File: config.mk
export PLATFORM = sky130hd
export DESIGN_NAME = hazard_ctrl_unit
export DESIGN_NICKNAME = d
export VERILOG_FILES = /design/src/rtl/hazard_ctrl_unit.sv
export SDC_FILE = /design/constraint.sdc
export NUM_CORES = 1
export LEC_CHECK = 0
export CAP_MARGIN = 20
export CORE_MARGIN = 5
export CORE_UTILIZATION = 34
export CTS_CLUSTER_SIZE = 25
export DETAILED_ROUTE_END_ITERATION = 10
export GPL_ROUTABILITY_DRIVEN = 0
export GPL_TIMING_DRIVEN = 0
export PLACE_DENSITY = 0.79
export SYNTH_ARGS = -nofsm -noshare
export SYNTH_HDL_FRONTEND = slang
export SYNTH_SLANG_ARGS = --single-unit
File: constraint.sdc
create_clock -name clk -period 2.2 [get_ports clk]
set_input_delay 0.22 -clock clk [delete_from_list [all_inputs] [get_ports clk]]
set_output_delay 0.22 -clock clk [all_outputs]
set_load 0.005 [all_outputs]
File: src/rtl/hazard_ctrl_unit.sv
// Hazard control for the 5-stage RV32 pipeline: EX operand forwarding, load-use,
// MUL/DIV and data-memory-wait stalls. Optional perf counters under HAZ_PERF_CNT_EN.
module hazard_ctrl_unit #(
  parameter int REG_ADDR_W   = 5,
  parameter int LOAD_BUBBLES = 1,
  parameter int MULDIV_LAT   = 4,
  parameter int CNT_W        = 4
) (
  input  logic                  clk,
  input  logic                  rst,
  input  logic [REG_ADDR_W-1:0] Rs1D,
  input  logic [REG_ADDR_W-1:0] Rs2D,
  input  logic [REG_ADDR_W-1:0] Rs1E,
  input  logic [REG_ADDR_W-1:0] Rs2E,
  input  logic [REG_ADDR_W-1:0] RdE,
  input  logic [REG_ADDR_W-1:0] RdM,
  input  logic [REG_ADDR_W-1:0] RdW,
  input  logic                  RegWriteM,
  input  logic                  RegWriteW,
  input  logic [1:0]            ResultSrcE,
  input  logic                  PCSrcE,
  input  logic                  MulDivStE,
  input  logic                  MemReqM,
  input  logic                  MemReadyM,
  output logic                  StallF,
  output logic                  StallD,
  output logic                  StallE,
  output logic                  StallM,
  output logic                  FlushD,
  output logic                  FlushE,
  output logic                  FlushM,
  output logic                  FlushW,
  output logic [1:0]            ForwardAE,
  output logic [1:0]            ForwardBE
`ifdef HAZ_PERF_CNT_EN
  ,
  output logic [31:0]           stall_cycles,
  output logic [31:0]           flush_events
`endif
);

  typedef enum logic [1:0] {
    S_IDLE,
    S_LD_WAIT,
    S_MD_BUSY
  } state_t;

  localparam logic [CNT_W-1:0] LD_INIT = CNT_W'(LOAD_BUBBLES - 1);
  localparam logic [CNT_W-1:0] MD_INIT = CNT_W'(MULDIV_LAT - 2);

  state_t           r_state, w_state_nxt;
  logic [CNT_W-1:0] r_cnt, w_cnt_nxt;
  logic             w_mem_stall;
  logic             w_load_use;
  logic             w_pc_flush;

  function automatic logic [1:0] fwd_sel(
    input logic [REG_ADDR_W-1:0] rs,
    input logic [REG_ADDR_W-1:0] rd_m,
    input logic                  we_m,
    input logic [REG_ADDR_W-1:0] rd_w,
    input logic                  we_w
  );
    if (we_m && (rd_m != '0) && (rd_m == rs))      return 2'b10;
    else if (we_w && (rd_w != '0) && (rd_w == rs)) return 2'b01;
    else                                           return 2'b00;
  endfunction

  always_comb begin
    w_mem_stall = MemReqM && !MemReadyM;
    w_load_use  = (ResultSrcE == 2'b01) && (RdE != '0) && ((RdE == Rs1D) || (RdE == Rs2D));
  end

  always_comb begin
    w_state_nxt = r_state;
    w_cnt_nxt   = r_cnt;
    w_pc_flush  = 1'b0;
    StallF      = 1'b0;
    StallD      = 1'b0;
    StallE      = 1'b0;
    StallM      = 1'b0;
    FlushD      = 1'b0;
    FlushE      = 1'b0;
    FlushM      = 1'b0;
    FlushW      = 1'b0;
    ForwardAE   = 2'b00;
    ForwardBE   = 2'b00;

    if (rst) begin
      FlushD      = 1'b1;
      FlushE      = 1'b1;
      FlushM      = 1'b1;
      FlushW      = 1'b1;
      w_state_nxt = S_IDLE;
      w_cnt_nxt   = '0;
    end else begin
      ForwardAE = fwd_sel(Rs1E, RdM, RegWriteM, RdW, RegWriteW);
      ForwardBE = fwd_sel(Rs2E, RdM, RegWriteM, RdW, RegWriteW);

      if (w_mem_stall) begin
        StallF = 1'b1;
        StallD = 1'b1;
        StallE = 1'b1;
        StallM = 1'b1;
        FlushW = 1'b1;
      end else begin
        unique case (r_state)
          S_IDLE: begin
            if (PCSrcE) begin
              FlushD     = 1'b1;
              FlushE     = 1'b1;
              w_pc_flush = 1'b1;
            end else if (w_load_use) begin
              StallF = 1'b1;
              StallD = 1'b1;
              FlushE = 1'b1;
              if (LOAD_BUBBLES > 1) begin
                w_state_nxt = S_LD_WAIT;
                w_cnt_nxt   = LD_INIT;
              end
            end else if (MulDivStE && (MULDIV_LAT > 1)) begin
              StallF = 1'b1;
              StallD = 1'b1;
              StallE = 1'b1;
              FlushM = 1'b1;
              // cnt holds the busy cycles still owed after this one, so the
              // whole sequence stalls MULDIV_LAT-1 cycles.
              if (MULDIV_LAT > 2) begin
                w_state_nxt = S_MD_BUSY;
                w_cnt_nxt   = MD_INIT;
              end
            end
          end
          S_LD_WAIT: begin
            StallF = 1'b1;
            StallD = 1'b1;
            FlushE = 1'b1;
            if (r_cnt <= CNT_W'(1)) begin
              w_state_nxt = S_IDLE;
              w_cnt_nxt   = '0;
            end else begin
              w_cnt_nxt = r_cnt - CNT_W'(1);
            end
          end
          S_MD_BUSY: begin
            StallF = 1'b1;
            StallD = 1'b1;
            StallE = 1'b1;
            FlushM = 1'b1;
            if (r_cnt <= CNT_W'(1)) begin
              w_state_nxt = S_IDLE;
              w_cnt_nxt   = '0;
            end else begin
              w_cnt_nxt = r_cnt - CNT_W'(1);
            end
          end
          default: begin
            w_state_nxt = S_IDLE;
            w_cnt_nxt   = '0;
          end
        endcase
      end
    end
  end

  always_ff @(posedge clk) begin
    if (rst) begin
      r_state <= S_IDLE;
      r_cnt   <= '0;
    end else begin
      r_state <= w_state_nxt;
      r_cnt   <= w_cnt_nxt;
    end
  end

`ifdef HAZ_PERF_CNT_EN
  always_ff @(posedge clk) begin
    if (rst) begin
      stall_cycles <= '0;
      flush_events <= '0;
    end else begin
      if (StallF && (stall_cycles != '1)) stall_cycles <= stall_cycles + 32'd1;
      if (w_pc_flush && (flush_events != '1)) flush_events <= flush_events + 32'd1;
    end
  end
`endif

endmodule

==> metrics.yaml, run 1 <==
core_area_mm2: 0.002212
dieArea_mm2: 0.003390
critPathMostFrequentCell: "buf_4"
synth-seq-cells: 5
grt_pass1_vias: 1069
postCtsHoldBufs: 0
cts_tree: "yes"
hold_depth: 2
min_path_type: "flop to flop"
slew_headroom_pct: 64.37
io_buffers: 56
areaGrowthSynthToFinish_pct: 86.23
synthAdderAreaFrac_pct: 3.165
die_y_um: 58.23
rr_worst_depth: 6
numCtsBuffers: 3
cp-end-kind: "output pin"
clock-sinks: 5
post_drt_via_cell_ratio: 5.154
powerDensity_mw_per_mm2: 324.8
rrSetupSlack_ps: 420
clockBufferDepth: 2
antenna_cells: 0
grt_overflow_total: 0
grt_pass1_wl_mm: 4.360
yosysTopAreaCellShare_pct: 22.15
synth_area_um2: 790.8
ir_drop_uv: 198.3
gr-usage-all-layers_pct: 16.10
hold_viol_final: 0
syn-num-nets: 155
arrival_ps: 1930
synthArstFlopShare_pct: 0
grt_max_degree: 11
rsz0062_at_grt: "no"
tns_ps: 0
startpoint_type: "primary input"
layout_min_cycle_time_ps: 2150
cpPeakStageDelay_ps: 440
synth_compound_area_share_pct: 16.14
path_class: "primary input to output pin"
crit_fanout: 4
dp_hpwl_mm: 2.333
clk_latency_ps: 250
drt-initial-drc-count: 19
start_util_pct: 35.75
synthFlopType: "dfxtp_1"
synth_xor_area_share_pct: 33.23
clk_pin_slew_ps: 40
firstDrtPassIters: 4
route.antenna.remaining_nets: 0
cp_cell_sequence: "clkdlybuf4s15_1 > or4_4 > o21ai_2 > inv_2 > and2_4 > o41a_1 > buf_4 > buf_4"
htreeDepth: 1
boundaryPins: 57
worstHoldStart: "r_cnt[2]"
yosys.area.top_type: "xnor2_1"
root_buffer: "clkbuf_4"
period_share_pct: 97.71
drt-total-wl_mm: 2.606
wl_per_cell_um: 12.97
slew_violations: 0
worstMarginPinSlew_ps: 528.8
max_clock_freq_ghz: 0.4652
drc: 0
synthSimpleGateAreaFrac_pct: 29.27
worstHoldEndpoint: "r_cnt[2]"
nets: 221
leakagePower_nw: 0.5744
synth_area_leaders: "xnor2_1, dfxtp_1, xor2_1"
setup_viol: 0
slowest_stage: "or4_4"
synth_edf_count: 0
syn_avg_cell_area_um2: 7.322
hold_slack_ps: 510.0
die_x_um: 58.23
r2r-end: "r_cnt[1]"
status: "completed"
r2r_start: "r_cnt[0]"
ys_seq_area_share_pct: 12.66
synth.area.mux_share_pct: 1.266
num_vias: 1036
rows: 17
maxCapViolCount: 0
antenna_found_initial: 0
syn_inst: 108
finClkSkew_ps: 3.599
synth_top_family_by_area: "XOR/XNOR gates"
required_ps: 1980
final_layout_size_suffix_gt1_share_pct: 16.18
yosysWarnings: 0
synthDistinctLibCells: 29
## routing by layer
metal	track usage, %	vias up	part of all wire (%)
li1	-	514	-
met1	17.00	466	40
met2	30.97	43	52
met3	2.895	13	5.1
met4	6.291	0	2.9
met5	0	-	0
## synth_stat cells, types with 2 or more instances
master / instances
or4_1: 5
nor4_1: 4
nor2b_1: 4
nand2b_1: 4
xor2_1: 10
o21ai_0: 5
nand2_1: 8
nand4_1: 2
inv_1: 6
ha_1: 2
nor3_1: 3
nand3_1: 5
a31oi_1: 4
nor2_1: 4
dfxtp_1: 5
xnor2_1: 20
a21oi_1: 2
o21ai_1: 2
o22ai_1: 3
## registers in the layout, indices dropped and copies added (netlist names)
signal,count
r_cnt,4
r_state,1
## cell usage in the layout (no fill, tap or decap), types with 2 or more instances in the layout
master / netlist / routed
inv_1: 6 / 5
clkdlybuf4s50_1: 0 / 34
o21ai_0: 5 / 4
dlymetal6s2s_1: 0 / 2
o22ai_1: 3 / 2
nor4_1: 4 / 2
nand4_1: 2 / 2
nor2_1: 4 / 4
nor2b_1: 4 / 4
clkdlybuf4s15_1: 0 / 2
buf_4: 1 / 7
nor4_2: 0 / 2
xnor2_1: 20 / 20
dlygate4sd2_1: 0 / 12
clkbuf_1: 1 / 2
nand3_1: 5 / 5
clkbuf_4: 0 / 3
nand2_1: 8 / 8
or4_1: 5 / 3
nor3_1: 3 / 3
dfxtp_1: 5 / 5
a31oi_1: 4 / 2
xor2_1: 10 / 10
buf_2: 0 / 3
a21oi_1: 2 / 2
or4_4: 0 / 2
a31oi_2: 0 / 2
ha_1: 2 / 2
nand2b_1: 4 / 4
## worst max path at each step
stage / startpoint / endpoint / slack (ps) / cells past startpoint
finish: RdE[1] / StallF / 50 / 8
global route: Rs2E[3] / ForwardBE[0] / 3 / 5
floorplan: RdE[1] / StallF / 380 / 6
global placement: RdE[2] / StallF / -620 / 8
detailed placement: RdE[1] / StallF / -650 / 8
CTS: RdM[3] / ForwardAE[1] / 0.7 / 5
## through the flow
stage / power (mW) / util (%) / instance area, um^2 / std cells / setup slack (ps)
final: 0.4784 / 66.57 / 1473 / 201 / 50.40
after global routing: 0.5102 / 66.57 / 1473 / 201 / 2.697
after CTS: 0.4810 / 66.69 / 1475 / 201 / 0.7170
after detailed placement: 0.3635 / 62.67 / 1386 / 192 / -648.0
after global placement: 0.3561 / 62.67 / 1386 / 192 / -623.0
after floorplan: 0.2196 / - / 790.8 / 108 / 376.4
## where the power goes
group | internal, mW | switching [mW]
sequential | 0.0973 | 0.00704
clock | 0.0689 | 0.0433
combinational | 0.151 | 0.111
## critical path: cells and delay by family
kind / cells / cell delay, ps
buffers and inverters: 4 / 540
AOI/OAI and AO/OA: 2 / 570
and+or+nand+nor: 2 / 610
## cell type report
type / instances / area, um^2
timing repair buffer: 61 / 566.8
buffer: 2 / 11.26
tap: 28 / 35.03
multi-input combinational: 95 / 710.7
clock buffer: 4 / 26.28
inverter: 6 / 22.52
fill: 195 / 739.5
sequential: 5 / 100.1
## logic make-up (layout without fill, tap and decap cells)
logic type | count (synthesis) | in the layout
adder cells (fa/ha/maj) | 2 | 2
flip-flops | 5 | 5
AND/OR/NAND/NOR | 42 | 42
multiplexers | 1 | 1
AO/OA/AOI/OAI | 20 | 20
XOR/XNOR | 30 | 30
buffers and inverters | 8 | 73
## what timing repair did
item / 4_1_cts / 5_1_grt
pin swaps: 9 / 2
buffers inserted: 5 / 0
resized for setup: 41 / 10
setup endpoints to repair: 9 / 4
Note: power is estimated with default switching activity, not from simulation.
==> inputs of run 2 (changes only) <==
--- a/config.mk
+++ b/config.mk
@@ -11,7 +11,6 @@
 export CTS_CLUSTER_SIZE = 25
 export DETAILED_ROUTE_END_ITERATION = 10
 export GPL_ROUTABILITY_DRIVEN = 0
-export GPL_TIMING_DRIVEN = 0
 export PLACE_DENSITY = 0.79
 export SYNTH_ARGS = -nofsm -noshare
 export SYNTH_HDL_FRONTEND = slang
==> run 2 against run 1 <==
Non-clock buffer count rose by 23. Cell area rose by 17%. Via count rose by 12%. Highest routed layer unchanged.
==> metrics.yaml, run 2 (synthesized netlist as in run 1, its figures left out) <==
status: "completed"
nets: 244  # +10%
path_delay_family: "simple AND/OR/NAND/NOR gates"
maxCapViolCount: 0  # unchanged
die_x_um: 58.23  # unchanged
num_vias: 1160  # +12%
die_y_um: 58.23  # unchanged
min_path_type: "flop to flop"
rows: 17  # unchanged
cpPeakStageDelay_ps: 550  # +110 ps
io_buffers: 56  # unchanged
multiInputGateArea_um2: 758.2  # +6.7%
slew_headroom_pct: 69.06  # +4.7 points
gr-usage-all-layers_pct: 20.70  # +4.6 points
seq_area_um2: 100.1  # unchanged
cp-end-kind: "output pin"
worstMarginPinSlew_ps: 459.3  # -69.48 ps
post_drt_via_cell_ratio: 5.179  # +0.47%
postCtsHoldBufs: 0  # unchanged
final_cell_mix: "clkdlybuf4s50_1, buf_4, xnor2_1"
wl_met3_um: 161  # +20%
powerDensity_mw_per_mm2: 319.9  # -1.5%
clock-sinks: 5  # unchanged
dieArea_mm2: 0.003390  # unchanged
crit_fanout: 2  # -2
finClkSkew_ps: 2.339  # -1.260 ps
antenna_cells: 0  # unchanged
drt-initial-drc-count: 33  # +14
firstDrtPassIters: 4  # unchanged
cp_num_buf_inv: 4  # unchanged
place_area_mm2: 0.001585  # +14%
root_buffer: "clkbuf_4"
final_cell_area_mm2: 0.001719  # +17%
ir_drop_uv: 323.2  # +63%
slew_violations: 0  # unchanged
pre_cts_ws_ps: -419.2  # +228.8 ps
slowest_stage: "or4_4"
fillers: 150  # -23%
required_ps: 1980  # about the same
max_clock_freq_ghz: 0.4742  # +1.9%
leakagePower_nw: 0.7533  # +31%
tns_ps: 0  # unchanged
htreeDepth: 1  # unchanged
start_util_pct: 35.75  # unchanged
setup_viol: 0  # unchanged
cts_tree: "yes"
drt-total-wl_mm: 3.448  # +32%
wl_per_cell_um: 15.39  # +19%
largest_register_ffs: 4  # unchanged
setup_ws_ps: 91.04  # +40.63 ps
dp_hpwl_mm: 2.738  # +17%
clk_pin_slew_ps: 50  # about the same
clk_latency_ps: 250  # about the same
grt_pass1_wl_mm: 5.499  # +26%
boundaryPins: 57  # unchanged
startpoint_type: "primary input"
grt_max_degree: 13  # +2
route.antenna.remaining_nets: 0  # unchanged
antenna_found_initial: 0  # unchanged
areaGrowthSynthToFinish_pct: 117.4
final_common_cell: "clkdlybuf4s50_1"
rsz0062_at_grt: "no"
grt_pass1_vias: 1244  # +16%
arrival_ps: 1890  # -40 ps
top_regs: "r_cnt x4, r_state x1"
final_layout_size_suffix_gt1_share_pct: 28.06  # +12 points
hold_viol_final: 0  # unchanged
period_share_pct: 95.86  # -1.8 points
regMostFlops: "r_cnt"
wl_met2_mm: 1.865  # +38%
core_area_mm2: 0.002212  # unchanged
drc: 0  # unchanged
path_class: "primary input to output pin"
numCtsBuffers: 3  # unchanged
maxUsedRoutingLayer: "met4"
wl_met1_mm: 1.328  # +27%
layout_min_cycle_time_ps: 2109  # -40.63 ps
critPathMostFrequentCell: "dlygate4sd2_1"
clockBufferDepth: 2  # unchanged
grt_overflow_total: 0  # unchanged
cp_cell_sequence: "dlygate4sd2_1 > or4_4 > o21ai_4 > inv_2 > buf_4 > a31oi_4 > or2_4 > dlygate4sd2_1"
[run 2: changes by cell type in the layout (fill, tap and decap cells not counted), moves of 2 or more]
cell / previous run / this run
buf_4: 7 / 30
dlygate4sd2_1: 12 / 6
dlymetal6s2s_1: 2 / 7
clkdlybuf4s50_1: 34 / 38
a31oi_2: 2 / 0
clkdlybuf4s15_1: 2 / 0
nand3_1: 5 / 3
nand3_2: 0 / 2
xnor2_1: 20 / 18
xnor2_2: 0 / 2
[run 2: routing by layer]
metal  vias to the layer above  track usage [%]
met3                        10            4.454
met1                       548            22.79
met4                         0            6.291
met5                         -                0
li1                        563                -
met2                        39            39.03
[run 2: worst min-delay path, delay by kind of cell, from the launching register on]
family | cells | cell delay (ps)
simple gates | 1 | 80
flops | 1 | 340
compound gates | 1 | 60
[run 2: area by class of cell]
| class | count | area share, % |
|---|---|---|
| sequential | 5 | 5.822 |
| clock buffer | 4 | 1.528 |
| tap | 28 | 2.038 |
| inverter | 6 | 1.310 |
| timing repair buffer | 86 | 45.20 |
| multi-input combinational | 95 | 44.10 |
[run 2: path summary, 6_finish.rpt]
kind                  from  endpoint  slack, ps  depth (start not counted)
setup / recovery    RdE[4]    FlushM         90                          8
hold / removal    r_cnt[2]  r_cnt[2]        530                          2
setup reg to reg  r_cnt[0]  r_cnt[1]        590                          6
hold reg to reg   r_cnt[2]  r_cnt[2]        530                          2
[run 2: report_power, final]
part | switching, mW | internal [mW]
clock | 0.0471 | 0.0692
sequential | 0.00759 | 0.0972
combinational | 0.136 | 0.193
[run 2: stage by stage]
stage / utilization, % / hold WS (ps) / std cells / total power [mW]
floorplan: - / 483.1 / 108 / 0.2196
global placement: 71.66 / 501.5 / 218 / 0.3984
detailed placement: 71.66 / 517.0 / 218 / 0.4104
CTS: 73.98 / 522.3 / 223 / 0.5328
global route: 77.71 / 574.6 / 224 / 0.5865
finish: 77.71 / 527.9 / 224 / 0.5500
[run 2: timing repair]
item	in CTS	in global routing
pin swaps	6	10
gates resized for setup	33	18
buffers inserted	1	1
setup endpoints to repair	9	9
